**config.mk**
```make
export PLATFORM = sky130hd
export DESIGN_NAME = enc_iter_flat
export DESIGN_NICKNAME = d
export VERILOG_FILES = /design/src/rtl/enc_iter_pkg.sv /design/src/rtl/enc_iter_if.sv /design/src/rtl/enc_iter_round_func.sv /design/src/rtl/enc_iter.sv /design/src/flat_wrapper.sv
export SDC_FILE = /design/constraint.sdc
export NUM_CORES = 1
export LEC_CHECK = 0
export BUFFER_PORTS_ARGS = -buffer_cell sky130_fd_sc_hd__buf_2
export CAP_MARGIN = 15
export CORE_MARGIN = 5
export CORE_UTILIZATION = 60
export DETAILED_ROUTE_END_ITERATION = 10
export PLACE_DENSITY = 0.83
export SYNTH_ARGS = -nofsm -noshare
export SYNTH_HDL_FRONTEND = slang
export SYNTH_HIERARCHICAL = 1
export SYNTH_SLANG_ARGS = --single-unit
```
**constraint.sdc**
```tcl
create_clock -name clk -period 5.3 [get_ports clk]
set_input_delay 0.53 -clock clk [delete_from_list [all_inputs] [get_ports clk]]
set_output_delay 0.53 -clock clk [all_outputs]
set_load 0.1 [all_outputs]
```
**src/rtl/enc_iter_pkg.sv**
```systemverilog
// Shared definitions for the iterative SPN cipher: block geometry, FSM states,
// the bit permutation and the per-round key schedule.
package cipher_pkg;

  localparam int BLOCK_W = 16;
  localparam int NIBBLES = 4;

  typedef enum logic [1:0] {
    IDLE = 2'd0,
    RUN  = 2'd1,
    DONE = 2'd2
  } state_t;

  // Bit i moves to (4*i) mod 15; the top bit is a fixed point.
  function automatic logic [BLOCK_W-1:0] perm(input logic [BLOCK_W-1:0] x);
    logic [BLOCK_W-1:0] y;
    y = '0;
    for (int i = 0; i < BLOCK_W - 1; i++) begin
      y[(4 * i) % (BLOCK_W - 1)] = x[i];
    end
    y[BLOCK_W-1] = x[BLOCK_W-1];
    return y;
  endfunction

  function automatic logic [BLOCK_W-1:0] key_next(input logic [BLOCK_W-1:0] kr,
                                                  input logic [3:0]         cnt);
    return {kr[BLOCK_W-5:0], kr[BLOCK_W-1:BLOCK_W-4]} ^ {12'b0, cnt + 4'd1};
  endfunction

endpackage

```
**src/rtl/enc_iter_if.sv**
```systemverilog
// Request/acknowledge bus carrying plaintext and key in, ciphertext out.
interface enc_iter_if;
  import cipher_pkg::*;

  logic               req;
  logic [BLOCK_W-1:0] m;
  logic [BLOCK_W-1:0] k;
  logic               ack;
  logic [BLOCK_W-1:0] r;

  modport master (output req, output m, output k, input ack, input r);
  modport slave  (input req, input m, input k, output ack, output r);
endinterface

```
**src/rtl/enc_iter_round_func.sv**
```systemverilog
// Combinational cipher round (key add, nibble substitution, bit permutation)
// and the 4-bit substitution box it uses.
module sbox (
  input  logic [3:0] a,
  output logic [3:0] y
);
  always_comb begin
    y = 4'h0;
    case (a)
      4'h0: y = 4'hC;
      4'h1: y = 4'h5;
      4'h2: y = 4'h6;
      4'h3: y = 4'hB;
      4'h4: y = 4'h9;
      4'h5: y = 4'h0;
      4'h6: y = 4'hA;
      4'h7: y = 4'hD;
      4'h8: y = 4'h3;
      4'h9: y = 4'hE;
      4'hA: y = 4'hF;
      4'hB: y = 4'h8;
      4'hC: y = 4'h4;
      4'hD: y = 4'h7;
      4'hE: y = 4'h1;
      default: y = 4'h2;
    endcase
  end
endmodule

module round_func
  import cipher_pkg::*;
(
  input  logic [BLOCK_W-1:0] st,
  input  logic [BLOCK_W-1:0] kr,
  output logic [BLOCK_W-1:0] next_st
);
  logic [BLOCK_W-1:0] mixed;
  logic [BLOCK_W-1:0] subst;

  assign mixed = st ^ kr;

  for (genvar i = 0; i < NIBBLES; i++) begin : g_sbox
    sbox u_sbox (
      .a (mixed[4*i+3:4*i]),
      .y (subst[4*i+3:4*i])
    );
  end

  assign next_st = perm(subst);
endmodule

```
**src/rtl/enc_iter.sv**
```systemverilog
// Iterative encryption core: loads plaintext and key on request, runs one
// round per clock, then holds the ciphertext until the request is withdrawn.
module enc_iter
  import cipher_pkg::*;
#(
  parameter int ROUNDS = 4
) (
  input  logic       clk,
  input  logic       rst,
  enc_iter_if.slave  bus
);
  localparam logic [3:0] LAST = 4'(ROUNDS);

  state_t             state;
  state_t             state_nxt;
  logic [BLOCK_W-1:0] st;
  logic [BLOCK_W-1:0] kr;
  logic [BLOCK_W-1:0] r_q;
  logic [3:0]         cnt;
  logic               ack_q;
  logic [BLOCK_W-1:0] round_out;
  logic [BLOCK_W-1:0] kr_nxt;
  logic               last;

  round_func u_round (
    .st      (st),
    .kr      (kr),
    .next_st (round_out)
  );

  assign kr_nxt = key_next(kr, cnt);
  assign last   = (cnt + 4'd1) == LAST;

  always_comb begin
    state_nxt = state;
    case (state)
      IDLE:    if (bus.req)  state_nxt = RUN;
      RUN:     if (last)     state_nxt = DONE;
      DONE:    if (!bus.req) state_nxt = IDLE;
      default: state_nxt = IDLE;
    endcase
  end

  always_ff @(posedge clk) begin
    if (rst) begin
      state <= IDLE;
      st    <= '0;
      kr    <= '0;
      cnt   <= 4'd0;
      r_q   <= '0;
      ack_q <= 1'b0;
    end else begin
      state <= state_nxt;
      case (state)
        IDLE: begin
          if (bus.req) begin
            st  <= bus.m;
            kr  <= bus.k;
            cnt <= 4'd0;
          end
        end
        RUN: begin
          st  <= round_out;
          kr  <= kr_nxt;
          cnt <= cnt + 4'd1;
          // Final round folds in the post-whitening key in the same cycle.
          if (last) begin
            r_q   <= round_out ^ kr_nxt;
            ack_q <= 1'b1;
          end
        end
        DONE: begin
          if (!bus.req) ack_q <= 1'b0;
        end
        default: ;
      endcase
    end
  end

  assign bus.ack = ack_q;
  assign bus.r   = r_q;
endmodule

```
**src/flat_wrapper.sv**
```systemverilog
// flat-port wrapper written by rule: the top's interface ports become plain ports
module enc_iter_flat import cipher_pkg::*;
#(
  parameter int ROUNDS = 4
)
  (clk, rst, bus_req, bus_m, bus_k, bus_ack, bus_r);
  enc_iter_if bus_i ();
  input  logic clk;
  input  logic rst;
  input wire logic [$bits(bus_i.req)-1:0] bus_req;
  input wire logic [$bits(bus_i.m)-1:0] bus_m;
  input wire logic [$bits(bus_i.k)-1:0] bus_k;
  output wire logic [$bits(bus_i.ack)-1:0] bus_ack;
  output wire logic [$bits(bus_i.r)-1:0] bus_r;
  assign bus_i.req = bus_req;
  assign bus_i.m = bus_m;
  assign bus_i.k = bus_k;
  assign bus_ack = bus_i.ack;
  assign bus_r = bus_i.r;
  enc_iter #(.ROUNDS(ROUNDS)) u_core (.clk(clk), .rst(rst), .bus(bus_i));
endmodule
```
# Word level (Yosys, flattened, before mapping)
# Memories as Yosys holds them, arrays and structs flattened.
# Index checks and enable logic that the tools add are counted.
# word_totals
inputBits	35
elab_cells	40
n_memories	4
rom_bits	256
reg_bits	55
# mem_list
memory	depth	word_bits	rd	rd_ports_with_merged_regs	write_ports	line	source
(no name shown)	16	4	1	0	0	enc_iter_round_func.sv:9	case (a)
(no name shown)	16	4	1	0	0	enc_iter_round_func.sv:9	
(no name shown)	16	4	1	0	0	enc_iter_round_func.sv:9	
(no name shown)	16	4	1	0	0	enc_iter_round_func.sv:9	
# classes
reduce_logical	7
addsub	1
bitwise_logic	3
muxes	13
n_eq_ne	6
# ops
operator	n
$pmux 16 s2	2
$mux 16	2
$xor 16x16->16	2
$xor 16x4->16	1
$pmux 4 s2	1
$mux 2	3
$pmux 2 s3	1
$reduce_and 3->1	2
$add 4x1->4 const B	1
$eq 4x3->1 const B	1
$mux 4	1
$ne 2x2->1 const B	2
$reduce_and 2->1	2
$reduce_bool 2->1	2
$eq 2x1->1 const B	1
$eq 2x2->1 const B	1
$logic_not 2->1	1
$mux 1	2
$ne 2x1->1 const B	1
$pmux 1 s2	1

# Depth between registers and ports, before layout
# depth
depth_word	4
depth_mapped	8
mapped_depth_nobuf	8

# Modules after synthesis
# Netlist, hierarchy kept.
# modules_own_cells
mod	area_each_um2	instances	cells_each	seq_area_each_um2
enc_iter	2793.9	1	299	1101.1
sbox	185.2	4	18	0.0
round_func	140.1	1	16	0.0

# Worst setup path after synthesis
# No wires, ideal clock.
# synth_path
path_kind	flip-flop to flip-flop
from	register u_core.kr[0]
to	register u_core.r_q[8] (netlist: u_core/bus.r[8])
t_required_ps	5214
synth_period_minus_slack_ps	2046
arrival_ps	1960
setup_ps	86
stages_incl_launch_ff	7
setup_slack_ps	3254
path_buffers	0
cell_sequence	dfxtp_1 > xor2_1 > inv_1 > ha_1 > mux4_2 > xnor2_1 > a211oi_1
# synth_via
elab_chain_len	3
# synth_lines
element	line	source
start, declared	enc_iter.sv:17	logic [BLOCK_W-1:0] kr;
start signal, assigned	enc_iter.sv:58	kr <= bus.k;
start signal, assigned	enc_iter.sv:64	kr <= kr_nxt;
$xor 16x16->16	enc_iter_round_func.sv:40	assign mixed = st ^ kr;
via u_core.u_round.mixed[0]	enc_iter_round_func.sv:37	logic [BLOCK_W-1:0] mixed;
$mem_v2 16x4	-	
via u_core.round_out[8]	enc_iter.sv:21	logic [BLOCK_W-1:0] round_out;
$xor 16x16->16	enc_iter.sv:68	r_q <= round_out ^ kr_nxt;
end signal, assigned	enc_iter.sv:68	
end, declared	enc_iter.sv:18	logic [BLOCK_W-1:0] r_q;
# The timed path passes the listed nets, and every way through them passes these cells.
# A chain may end at the register's enable or synchronous reset.

# Final worst setup path
# layout_path
from	register u_core.kr[8]
to	register u_core.r_q[10] (netlist: u_core/bus.r[10])
# Same word-level chain as after synthesis.

==> results.yml <==
placed_design:
  gp_congestion: 0.911
  portBuffers: 51
  pre_cts_slack_ps: 2920
  dp_cells: 483
  place_area_um2: 3820
  place.detailed.hpwl_um: 5840
power:
  vdd_ir_drop_max_v: 0.000166
  leakage_nw: 1.63
  total_power_mw: 1.25
  p_per_area_nw_per_um2: 316
cts:
  cts_root_buf: "clkbuf_8"
  clockBufferDepth: 2
  post_cts_resized: 0
  numCtsBuffers: 5
  htreeDepth: 2
  clock-sinks: 55
  clk_latency_ps: 310
  cts_tree: "built"
  post_cts_buffers: 0
  path_clk_slew_ps: 100
  cts_hold_buffers: 0
synthesis:
  synth_edf_count: 0
  synth_nets: 443
  dominantRegCellSynth: "dfxtp_1"
  synth.avg_cell_area_um2: 9.50
  yosysWarnings: 6
  syn_inst: 387
  synth_cell_types: 41
  synth-seq-cells: 55
  netlist_area_um2: 3670
  synth-seq-area-share: 0.300
  async_reset_ff_frac: 0
sta:
  grt_setup_unrepaired: "no"
  fin_crit_sh: 0.460
  slew_headroom: 0.481
  finClkSkew_ps: 9.47
  hold_viol_final: 0
  fin_crit_ps: 2440
  finalSetupViolations: 0
  max_slew.worst_pin.slew_ps: 779
  drv_slew: 0
  setup_tns_ps: 0
  max_freq_ghz: 0.410
  fin_ws_ps: 2860
floorplan:
  die_y_um: 88.3
  pin_count: 52
  die_w_um: 88.3
  start_util: 0.617
  rows: 28
  design.core.area_um2: 5960
  die-area_um2: 7790
final_layout:
  stdcell_area_um2: 3950
  final_common_cell: "nand2_1"
  drive_gt1_frac: 0.257
  fillers: 492
  fin_nets: 472
  finalNonFillerCells: 492
  most-common-layout-cells: "nand2_1, dfxtp_1, buf_2"
  diodes: 0
  area_growth_pct: 7.59
detailed_routing:
  viasPerCell: 5.98
  drtAntennaViolNets: 0
  drc: 0
  firstDrtPassIters: 4
  detail_route.wl_per_cell_um: 17.5
  drtIter0Drc: 278
  vias: 2943
  routed_wl_um: 8590
setup_path:
  cp-start-kind: "register"
  critPathArrivalTime_ps: 2620
  r2r-start: "u_core/kr[8]"
  critPathRequiredTime_ps: 5480
  end_kind: "register"
  crit_fanout: 6
  reg2reg_depth: 6
  reg2reg_to: "u_core/bus.r[10]"
  slowest_stage: "mux4_2"
  crit_type: "register to register"
  r2r_slack_ps: 2860
  max_stage_delay_ps: 510
  critPathLaunch: "u_core/kr[8]"
  path_cells: "xor2_1 -> inv_1 -> ha_1 -> mux4_2 -> xnor2_1 -> a211oi_2"
hold_path:
  worstHoldStart: "u_core/bus.r[3]"
  hold_depth: 2
  hold_class: "register to register"
  whs_endpoint: "u_core/bus.r[3]"
global_routing:
  grt_max_degree: 61
  grt_pass1_wl_um: 13600
  antenna_found_initial: 0
  grt_remaining_overflow: 0
  grt_pass1_vias: 2781
  track_usage: 0.223
run_status:
  run_status: "finished, final reports clean"
flow_run:
  cap_viol_max_count: 0
-- critical path: cells and delay by family (launching register included) --
kind	cells	cell delay, ps
xor+xnor	2	710
fa+ha+maj	1	390
compound gates	1	110
buf+inv	1	180
flops	1	410
mux	1	510
-- registers in the layout, indices dropped and copies added (netlist names) --
signal and cells:
u_core/bus.r 16, u_core/kr 16, u_core/st 16, u_core/cnt 4, u_core/state 2, u_core/bus.ack 1
-- routing by layer --
metal  GRT usage  part of all wire  vias up  wire length (um)
met5           0                 0        -                 0
met4      0.0769             0.018        0               153
met3      0.0335             0.059       12               511
met2       0.345              0.46      110              3940
met1       0.320              0.46     1387              3990
li1            -                 -     1434                 -
-- layout make-up --
type	count	area, um2	area share
Clock buffer	6	82.6	0.0209
Multi-Input combinational cell	287	2300	0.583
Timing Repair Buffer	55	293	0.0741
Sequential cell	55	1100	0.278
Clock inverter	2	35.0	0.00886
Tap cell	75	93.8	0.0237
Inverter	12	45.0	0.0114
-- per-stage QoR --
stage	hold WS, ps	utilization
global route	492	0.664
floorplan	487	-
finish	483	0.664
CTS	483	0.661
global placement	462	0.642
detailed placement	470	0.642
-- cell families (layout without fill, tap and decap cells) --
kind of cell	Yosys count	after routing	synth area share
AO/OA/AOI/OAI	96	96	0.241
XOR/XNOR	41	41	0.110
adder cells (fa/ha/maj)	21	21	0.0715
buffers and inverters	45	75	0.0742
flip-flops	55	55	0.300
multiplexers	12	12	0.0599
AND/OR/NAND/NOR	117	117	0.143
-- worst max path at each step --
| stage | cells after the start | end | slack (ps) |
|---|---|---|---|
| after floorplan | 6 | u_core/bus.r[8] | 3250 |
| after global placement | 8 | u_core/bus.r[1] | 2990 |
| after detailed placement | 8 | u_core/bus.r[1] | 2920 |
| after CTS | 6 | u_core/bus.r[10] | 2890 |
| after global routing | 8 | u_core/bus.r[2] | 2760 |
| final | 6 | u_core/bus.r[10] | 2860 |
-- synth_stat cells (4+ instances only) --
master / n / area share
buf_6: 9 / 0.028
mux4_2: 8 / 0.049
nand2b_1: 4 / 0.0068
o21ai_0: 8 / 0.011
clkbuf_1: 5 / 0.0051
xnor2_1: 20 / 0.048
a311oi_1: 4 / 0.0095
a211oi_2: 5 / 0.017
nor2_1: 32 / 0.033
a211oi_1: 11 / 0.022
dfxtp_1: 55 / 0.30
inv_1: 12 / 0.012
buf_4: 6 / 0.012
mux2i_1: 4 / 0.011
a21oi_1: 21 / 0.029
nor3b_1: 6 / 0.012
xor2_1: 18 / 0.043
o2bb2ai_1: 5 / 0.012
a311oi_2: 26 / 0.11
o21bai_1: 5 / 0.010
ha_1: 21 / 0.072
buf_2: 11 / 0.015
o21a_1: 4 / 0.0082
nand2_1: 59 / 0.060
nand3_1: 4 / 0.0054
-- where the power goes --
group	total (mW)	internal, mW	switching [mW]	leakage (nW)
Combinational	0.480	0.210	0.270	1.12
Clock	0.295	0.153	0.141	0.0612
Sequential	0.473	0.441	0.0326	0.452
Note: power is estimated with default switching activity, not from simulation.
